### config.mk
export PLATFORM = sky130hd
export DESIGN_NAME = wddl_phase_ctrl
export DESIGN_NICKNAME = d
export VERILOG_FILES = /design/src/rtl/wddl_pkg.sv /design/src/rtl/wddl_rail_checker.sv /design/src/rtl/wddl_phase_ctrl.sv
export SDC_FILE = /design/constraint.sdc
export NUM_CORES = 1
export LEC_CHECK = 0
export ABC_CLOCK_PERIOD_IN_PS = 3650
export BUFFER_PORTS_ARGS = -buffer_cell sky130_fd_sc_hd__buf_2
export CELL_PAD_IN_SITES_DETAIL_PLACEMENT = 1
export CELL_PAD_IN_SITES_GLOBAL_PLACEMENT = 1
export CORE_MARGIN = 3
export CORE_UTILIZATION = 45
export CTS_CLUSTER_DIAMETER = 30
export DETAILED_ROUTE_END_ITERATION = 10
export PLACE_DENSITY = 0.92
export SYNTH_ARGS = -nofsm -noshare
export SYNTH_HDL_FRONTEND = slang
export SYNTH_SLANG_ARGS = --single-unit
### constraint.sdc
create_clock -name clk_i -period 3.65 [get_ports clk_i]
set_input_delay 0.365 -clock clk_i [delete_from_list [all_inputs] [get_ports clk_i]]
set_output_delay 0.365 -clock clk_i [all_outputs]
set_load 0.05 [all_outputs]
### src/rtl/wddl_pkg.sv
// wddl_pkg: shared types and helpers for the WDDL phase sequencer.
// Holds the phase encoding, counter width and dual-rail expansion.
package wddl_pkg;

  typedef enum logic [1:0] {
    PH_IDLE = 2'd0,
    PH_PRE  = 2'd1,
    PH_EVAL = 2'd2
  } wddl_phase_e;

  // Phase counter width; supports up to 256 cycles per phase.
  localparam int PHASE_CNT_W = 8;

  // Widest single-ended operand the dual-rail helper handles.
  localparam int DR_MAX_W = 32;

  // Expand to dual rail: low half true rails, high half false rails.
  function automatic logic [2*DR_MAX_W-1:0] to_dual_rail(
    input logic [DR_MAX_W-1:0] data
  );
    return {~data, data};
  endfunction

endpackage

### src/rtl/wddl_rail_checker.sv
// wddl_rail_checker: combinational WDDL rail fault detection.
// Flags precharge leakage and non-complementary result pairs.
module wddl_rail_checker #(
  parameter int RWIDTH = 1
) (
  input  logic [RWIDTH-1:0] res_t_i,
  input  logic [RWIDTH-1:0] res_f_i,
  output logic              leak_o,
  output logic              ncomp_o
);

  // Any rail high while the cloud should be precharged to zero.
  assign leak_o  = |(res_t_i | res_f_i);

  // Any pair that is 00 or 11 is not a valid dual-rail value.
  assign ncomp_o = |(~(res_t_i ^ res_f_i));

endmodule

### src/rtl/wddl_phase_ctrl.sv
// wddl_phase_ctrl: precharge/evaluate sequencer for a WDDL dual-rail cloud.
// Define WDDL_RAIL_CHECK_EN to build the rail-fault checker driving err_o.
module wddl_phase_ctrl
  import wddl_pkg::*;
#(
  parameter int WIDTH    = 2,
  parameter int RWIDTH   = 1,
  parameter int PRE_CYC  = 1,
  parameter int EVAL_CYC = 2
) (
  input  logic              clk_i,
  input  logic              rst_i,
  input  logic              in_valid_i,
  output logic              in_ready_o,
  input  logic [WIDTH-1:0]  in_data_i,
  output logic              prechrg_o,
  output logic [WIDTH-1:0]  dr_t_o,
  output logic [WIDTH-1:0]  dr_f_o,
  input  logic [RWIDTH-1:0] res_t_i,
  input  logic [RWIDTH-1:0] res_f_i,
  output logic              out_valid_o,
  input  logic              out_ready_i,
  output logic [RWIDTH-1:0] out_data_o,
  output logic              err_o
);

  localparam logic [PHASE_CNT_W-1:0] PRE_LD  = PHASE_CNT_W'(PRE_CYC - 1);
  localparam logic [PHASE_CNT_W-1:0] EVAL_LD = PHASE_CNT_W'(EVAL_CYC - 1);

  wddl_phase_e             state_q, state_d;
  logic [PHASE_CNT_W-1:0]  cnt_q, cnt_d;
  logic [WIDTH-1:0]        data_q, data_d;
  logic                    out_valid_q, out_valid_d;
  logic [RWIDTH-1:0]       out_data_q, out_data_d;
  logic                    prechrg_q, prechrg_d;
  logic [WIDTH-1:0]        dr_t_q, dr_t_d;
  logic [WIDTH-1:0]        dr_f_q, dr_f_d;

  logic                    accept;
  logic                    cnt_zero;
  logic                    pre_last;
  logic                    capture;

  logic [2*DR_MAX_W-1:0]   dr_pair;
  logic [WIDTH-1:0]        rail_t;
  logic [WIDTH-1:0]        rail_f;
  logic                    unused_dr;

  assign in_ready_o = (state_q == PH_IDLE)
                    & (~out_valid_q | out_ready_i);
  assign accept     = in_valid_i & in_ready_o;
  assign cnt_zero   = (cnt_q == '0);
  assign pre_last   = (state_q == PH_PRE) & cnt_zero;
  assign capture    = (state_q == PH_EVAL) & cnt_zero;

  assign dr_pair    = to_dual_rail(DR_MAX_W'(data_q));
  assign rail_t     = dr_pair[WIDTH-1:0];
  assign rail_f     = dr_pair[DR_MAX_W +: WIDTH];
  assign unused_dr  = ^dr_pair;

  // Phase sequencing, token latch and result capture.
  always_comb begin
    state_d     = state_q;
    cnt_d       = cnt_q;
    data_d      = data_q;
    out_valid_d = out_valid_q & ~out_ready_i;
    out_data_d  = out_data_q;
    unique case (1'b1)
      (state_q == PH_IDLE): begin
        if (accept) begin
          state_d = PH_PRE;
          data_d  = in_data_i;
          cnt_d   = PRE_LD;
        end
      end
      (state_q == PH_PRE): begin
        if (cnt_zero) begin
          state_d = PH_EVAL;
          cnt_d   = EVAL_LD;
        end else begin
          cnt_d = cnt_q - 1'b1;
        end
      end
      (state_q == PH_EVAL): begin
        if (cnt_zero) begin
          state_d     = PH_IDLE;
          out_valid_d = 1'b1;
          out_data_d  = res_t_i;
        end else begin
          cnt_d = cnt_q - 1'b1;
        end
      end
      default: begin
        state_d = PH_IDLE;
        cnt_d   = '0;
      end
    endcase
  end

  // Phase outputs decoded from the next state so they leave a flop.
  always_comb begin
    prechrg_d = 1'b1;
    dr_t_d    = '0;
    dr_f_d    = '0;
    if (state_d == PH_EVAL) begin
      prechrg_d = 1'b0;
      dr_t_d    = rail_t;
      dr_f_d    = rail_f;
    end
  end

  // State, datapath and phase output registers.
  always_ff @(posedge clk_i or posedge rst_i) begin
    if (rst_i) begin
      state_q     <= PH_IDLE;
      cnt_q       <= '0;
      data_q      <= '0;
      out_valid_q <= 1'b0;
      out_data_q  <= '0;
      prechrg_q   <= 1'b1;
      dr_t_q      <= '0;
      dr_f_q      <= '0;
    end else begin
      state_q     <= state_d;
      cnt_q       <= cnt_d;
      data_q      <= data_d;
      out_valid_q <= out_valid_d;
      out_data_q  <= out_data_d;
      prechrg_q   <= prechrg_d;
      dr_t_q      <= dr_t_d;
      dr_f_q      <= dr_f_d;
    end
  end

  assign out_valid_o = out_valid_q;
  assign out_data_o  = out_data_q;
  assign prechrg_o   = prechrg_q;
  assign dr_t_o      = dr_t_q;
  assign dr_f_o      = dr_f_q;

`ifdef WDDL_RAIL_CHECK_EN
  logic leak;
  logic ncomp;
  logic pend_q, pend_d;
  logic err_q, err_d;

  wddl_rail_checker #(
    .RWIDTH (RWIDTH)
  ) u_chk (
    .res_t_i (res_t_i),
    .res_f_i (res_f_i),
    .leak_o  (leak),
    .ncomp_o (ncomp)
  );

  // Pending leak flag per token; error registered alongside the result.
  always_comb begin
    pend_d = pend_q;
    err_d  = err_q;
    if (accept) begin
      pend_d = 1'b0;
    end else if (pre_last && leak) begin
      pend_d = 1'b1;
    end
    if (capture) begin
      err_d = pend_q | ncomp;
    end
  end

  // Fault flag registers.
  always_ff @(posedge clk_i or posedge rst_i) begin
    if (rst_i) begin
      pend_q <= 1'b0;
      err_q  <= 1'b0;
    end else begin
      pend_q <= pend_d;
      err_q  <= err_d;
    end
  end

  assign err_o = err_q;
`else
  logic unused_chk;
  assign unused_chk = ^{res_f_i, pre_last};
  assign err_o      = 1'b0;
`endif

endmodule

# [Word-level counts from Yosys, hierarchy flattened]
# Cells that the tools add are included.
[totals] register_bits=19 word_cells=39 out_inout_bits=9 input_bits=8
[classes] n_eq_ne=5 reduce_logical=5 bitwise=7 muxes=13 n_addsub=1
[op_table] cell="8-bit 2-to-1 mux" n=3
[op_table] cell="8-bit case mux with 3 select lines" n=1
[op_table] cell="2-bit 2-to-1 mux" n=5
[op_table] cell="8-bit logical NOT" n=1
[op_table] cell="8-bit by 1-bit subtractor with 8-bit output, second input constant" n=1
[op_table] cell="2-bit case mux with 3 select lines" n=1
[op_table] cell="2-bit AND reduction" n=3
[op_table] cell="2-bit equality test, second input constant" n=2
[op_table] cell="2-bit != test, second input constant" n=2
[op_table] cell="1-bit bitwise AND" n=3
[op_table] cell="1-bit 2-to-1 mux" n=3
[op_table] cell="2-bit by 1-bit equality test with 1-bit output, second input constant" n=1
[op_table] cell="2-bit logical NOT" n=1
[op_table] cell="1-bit inverter" n=2
[op_table] cell="2-bit inverter" n=1
[op_table] cell="1-bit OR" n=1

# [Longest topological paths before layout]
[logic_depth] depth_word=8 mapped_depth=7 depth_no_buf=6

# [Worst setup path before layout]
# No wires, ideal clock.
[synth_timing] kind="reg-to-reg" start="reg out_valid_q, in the netlist out_valid_o" end="reg cnt_q[3]" synth_period_minus_slack_ns=1.957 path_buffers=1 slack_ns=1.693 setup_ns=0.087 arrival_ns=1.870 stages_incl_launch_ff=6 path_cell_list="dfrtp_1 nand2b_1 a21boi_0 clkbuf_1 or4_2 a22oi_1"
[synth_via] elab_chain_cells=6
[synth_rtl] item="start: declaration" line_no="wddl_phase_ctrl.sv:33" rtl="logic out_valid_q, out_valid_d;"
[synth_rtl] item="start signal: assignment" line_no="wddl_phase_ctrl.sv:127" rtl="out_valid_q <= out_valid_d;"
[synth_rtl] item="1-bit inverter" line_no="wddl_phase_ctrl.sv:50" rtl="& (~out_valid_q | out_ready_i);"
[synth_rtl] item="1-bit OR" line_no="wddl_phase_ctrl.sv:50"
[synth_rtl] item="1-bit bitwise AND" line_no="wddl_phase_ctrl.sv:50"
[synth_rtl] item="1-bit bitwise AND" line_no="wddl_phase_ctrl.sv:51" rtl="assign accept = in_valid_i & in_ready_o;"
[synth_rtl] item="2-bit != test (no line)"
[synth_rtl] item="2-bit AND reduction (no line)"
[synth_rtl] item="end signal: assignment" line_no="wddl_phase_ctrl.sv:125" rtl="cnt_q <= cnt_d;"
[synth_rtl] item="end: declaration" line_no="wddl_phase_ctrl.sv:31" rtl="logic [PHASE_CNT_W-1:0] cnt_q, cnt_d;"
# Every way passes these cells.
# A chain may end at the register's enable or synchronous reset.

# [Worst setup path after layout]
[layout_timing] start="reg cnt_q[0]" end="reg cnt_q[5]"
[layout_via] elab_chain_cells=3
[layout_rtl] item="8-bit by 1-bit subtractor with 8-bit output or 8-bit logical NOT (tied branches)" line_no="wddl_phase_ctrl.sv:81, wddl_phase_ctrl.sv:90, wddl_phase_ctrl.sv:52"
[layout_rtl] item="8-bit 2-to-1 mux (tied with other cells)" line_no="wddl_phase_ctrl.sv:85" rtl="if (cnt_zero) begin"
[layout_rtl] item="8-bit case mux with 3 select lines or 2-bit AND reduction (tied branches)"
# Several ways; a longest one is shown, not always the timed one. The select of a mux whose other input is x is not followed.

==> impl_metrics.toml <==
[global_routing]
grt_pass1_vias = 856
grt_max_degree = 20
grt.overflow.total = 0
track_usage = 0.195
grt_pass1_wl_um = 4080
antenna_found_initial = 0

[sta]
report.final.setup_viol = 0
maxSlewHeadroom = 0.469
fmax_ghz = 0.436
drv_slew = 0
fin_skew_ps = 2.35
fin_ws_ps = 1360
period_needed_ps = 2290
finalCritPeriodShare = 0.628
rsz0062_at_grt = "no"
fin_setup_tns_ps = 0
worst_pin_slew_ps = 789
finalHoldViolations = 0

[synthesis]
ys_ff_latch = 19
syn_nets = 115
synth_cells = 102
async_reset_ff_frac = 1.00
ys_types = 39
syn-cell-area_mm2 = 0.00103
syn_area_per_cell_um2 = 10.1
synth_ff_type = "dfrtp_1"
synth-edff-count = 0
ys.warnings.count = 0
yosysSeqAreaShare = 0.462

[clock_tree]
worstSkewPairLatency_ps = 300
clk_pin_slew_ps = 120
clock_path_buffers = 2
cts_root_buf = "clkbuf_4"
clock-sinks = 19
holdBufCountCts = 0
h-tree-depth = 1
cts_made_buffers = 3
cts-resized-gates = 0
cts_tree = "done"
postCtsSetupRepairBufs = 0

[critical_path]
start_kind = "flip-flop"
r2r-end = "cnt_q[5]"
critical_path_arrival_ps = 2460
cp-end-kind = "flip-flop"
reg2reg_depth = 6
worstPathRequired_ps = 3820
crit_type = "flip-flop to flip-flop"
worstPathMaxFanout = 7
rrSetupSlack_ps = 1360
r2r-start = "cnt_q[0]"

[hold_path]
hp-class = "primary input to async pin"

[cells_and_area]
register_area_um2 = 477
final_cell_mix = "dfrtp_1 (18), buf_2 (14), inv_1 (8)"
antenna_cells = 0
fillCellCount = 250
multiInputGateArea_um2 = 498
nNetsFinal = 130
final_common_cell = "dfrtp_1"
drive_above_1_share = 0.241
syn_to_final_growth_pct = 11.2

[place]
finalWeightedCongestion = 0.856
place_ws_ps = 1450
dp_hpwl_um = 1740
io_buffer_count = 14

[floorplan]
core_mm2 = 0.00206
die_x_um = 53.9
die_h_um = 53.9
num_rows = 16
io_pins = 17
dieArea_mm2 = 0.00290
start_util = 0.500

[route]
vias = 841
routed_wl_um = 2420
via_per_inst = 5.88
drc = 0
drt_iter0_drc = 12
firstDrtPassIters = 4
postRouteAntennaNets = 0
routedWlPerCell_um = 16.9

[power_and_ir_drop]
p_leak_uw = 0.000540
ir_drop_v = 0.000201
fin_total_pwr_uw = 334
powerDensity_mw_per_mm2 = 292

[job]
cap_violations = 0

[run_status]
outcome = "completed"
==> through the flow <==
step,instances,utilization,instance area (um^2),hold slack [ps]
after floorplan,102,-,1030,315
after global placement,139,0.541,1120,444
after detailed placement,139,0.541,1120,447
after CTS,143,0.556,1150,186
after global routing,143,0.556,1150,207
final,143,0.556,1150,165
==> logic make-up after synthesis <==
| group | count (synthesis) | share of synthesized area |
|---|---|---|
| and+or+nand+nor | 37 | 0.221 |
| AOI/OAI and AO/OA | 25 | 0.176 |
| DFF | 19 | 0.462 |
| buffers and inverters | 13 | 0.0546 |
| adders and majority gates | 5 | 0.0607 |
| muxes | 2 | 0.0218 |
| other | 1 | 0.00364 |
==> registers in the layout (all words and copies together), names as in the netlist <==
| signal | cells |
|---|---|
| cnt_q | 8 |
| data_q | 2 |
| dr_f_o | 2 |
| dr_t_o | 2 |
| state_q | 2 |
| out_data_o | 1 |
| out_valid_o | 1 |
| prechrg_o | 1 |
==> report_power, final <==
| group | leakage, uW | total, uW | switching (uW) | internal, uW |
|---|---|---|---|---|
| sequential | 0.000227 | 211 | 0.0000000000000229 | 211 |
| combinational | 0.000299 | 9.75 | 7.29 | 2.46 |
| clock | 0.0000139 | 114 | 72.2 | 41.7 |
==> worst max-delay path, stage by stage, from the launching register on <==
cell and delay (ps):
dfrtp_1 410, inv_1 120, ha_1 200, nor3b_1 530, a21oi_1 150, o22ai_1 550, a22oi_1 190
==> per-layer routing <==
metal | vias up | track usage | routed length [um]
li1 | 408 | - | -
met1 | 410 | 0.260 | 1120
met2 | 17 | 0.317 | 1180
met3 | 6 | 0.0388 | 86
met4 | 0 | 0.0596 | 28
met5 | - | 0 | 0
==> final cells by class <==
class | instances | share of cell area
multi-input combinational | 70 | 0.434
inverter | 8 | 0.0262
clock inverter | 1 | 0.00655
timing repair buffer | 15 | 0.0677
clock buffer | 3 | 0.0197
tap | 27 | 0.0295
sequential | 19 | 0.416
==> worst max-delay path by stage <==
stage / from / endpoint / slack [ps] / cells after the start
final: cnt_q[0] / cnt_q[5] / 1360 / 6
after CTS: cnt_q[0] / cnt_q[1] / 1390 / 6
after global routing: cnt_q[0] / cnt_q[3] / 1110 / 6
after floorplan: out_valid_o / cnt_q[3] / 1690 / 5
after global placement: cnt_q[0] / cnt_q[1] / 1480 / 6
after detailed placement: cnt_q[0] / cnt_q[4] / 1450 / 6
==> synthesized netlist by cell type (all sizes together), types with 2 or more instances <==
| library cell | count | area, um^2 |
|---|---|---|
| a21oi | 3 | 15.0 |
| a22oi | 6 | 45.0 |
| a31oi | 2 | 12.5 |
| and3 | 2 | 12.5 |
| buf | 2 | 15.0 |
| clkbuf | 3 | 11.3 |
| dfrtp | 18 | 450 |
| ha | 5 | 62.6 |
| inv | 8 | 30.0 |
| mux2 | 2 | 22.5 |
| nand2 | 6 | 22.5 |
| nor2 | 4 | 15.0 |
| nor3 | 3 | 15.0 |
| nor3b | 3 | 22.5 |
| o21ai | 2 | 10.0 |
| o31ai | 4 | 30.0 |
| or2 | 2 | 12.5 |
| or3 | 2 | 17.5 |
| or4 | 8 | 62.6 |
No activity file was read; power rests on OpenSTA's default activity.
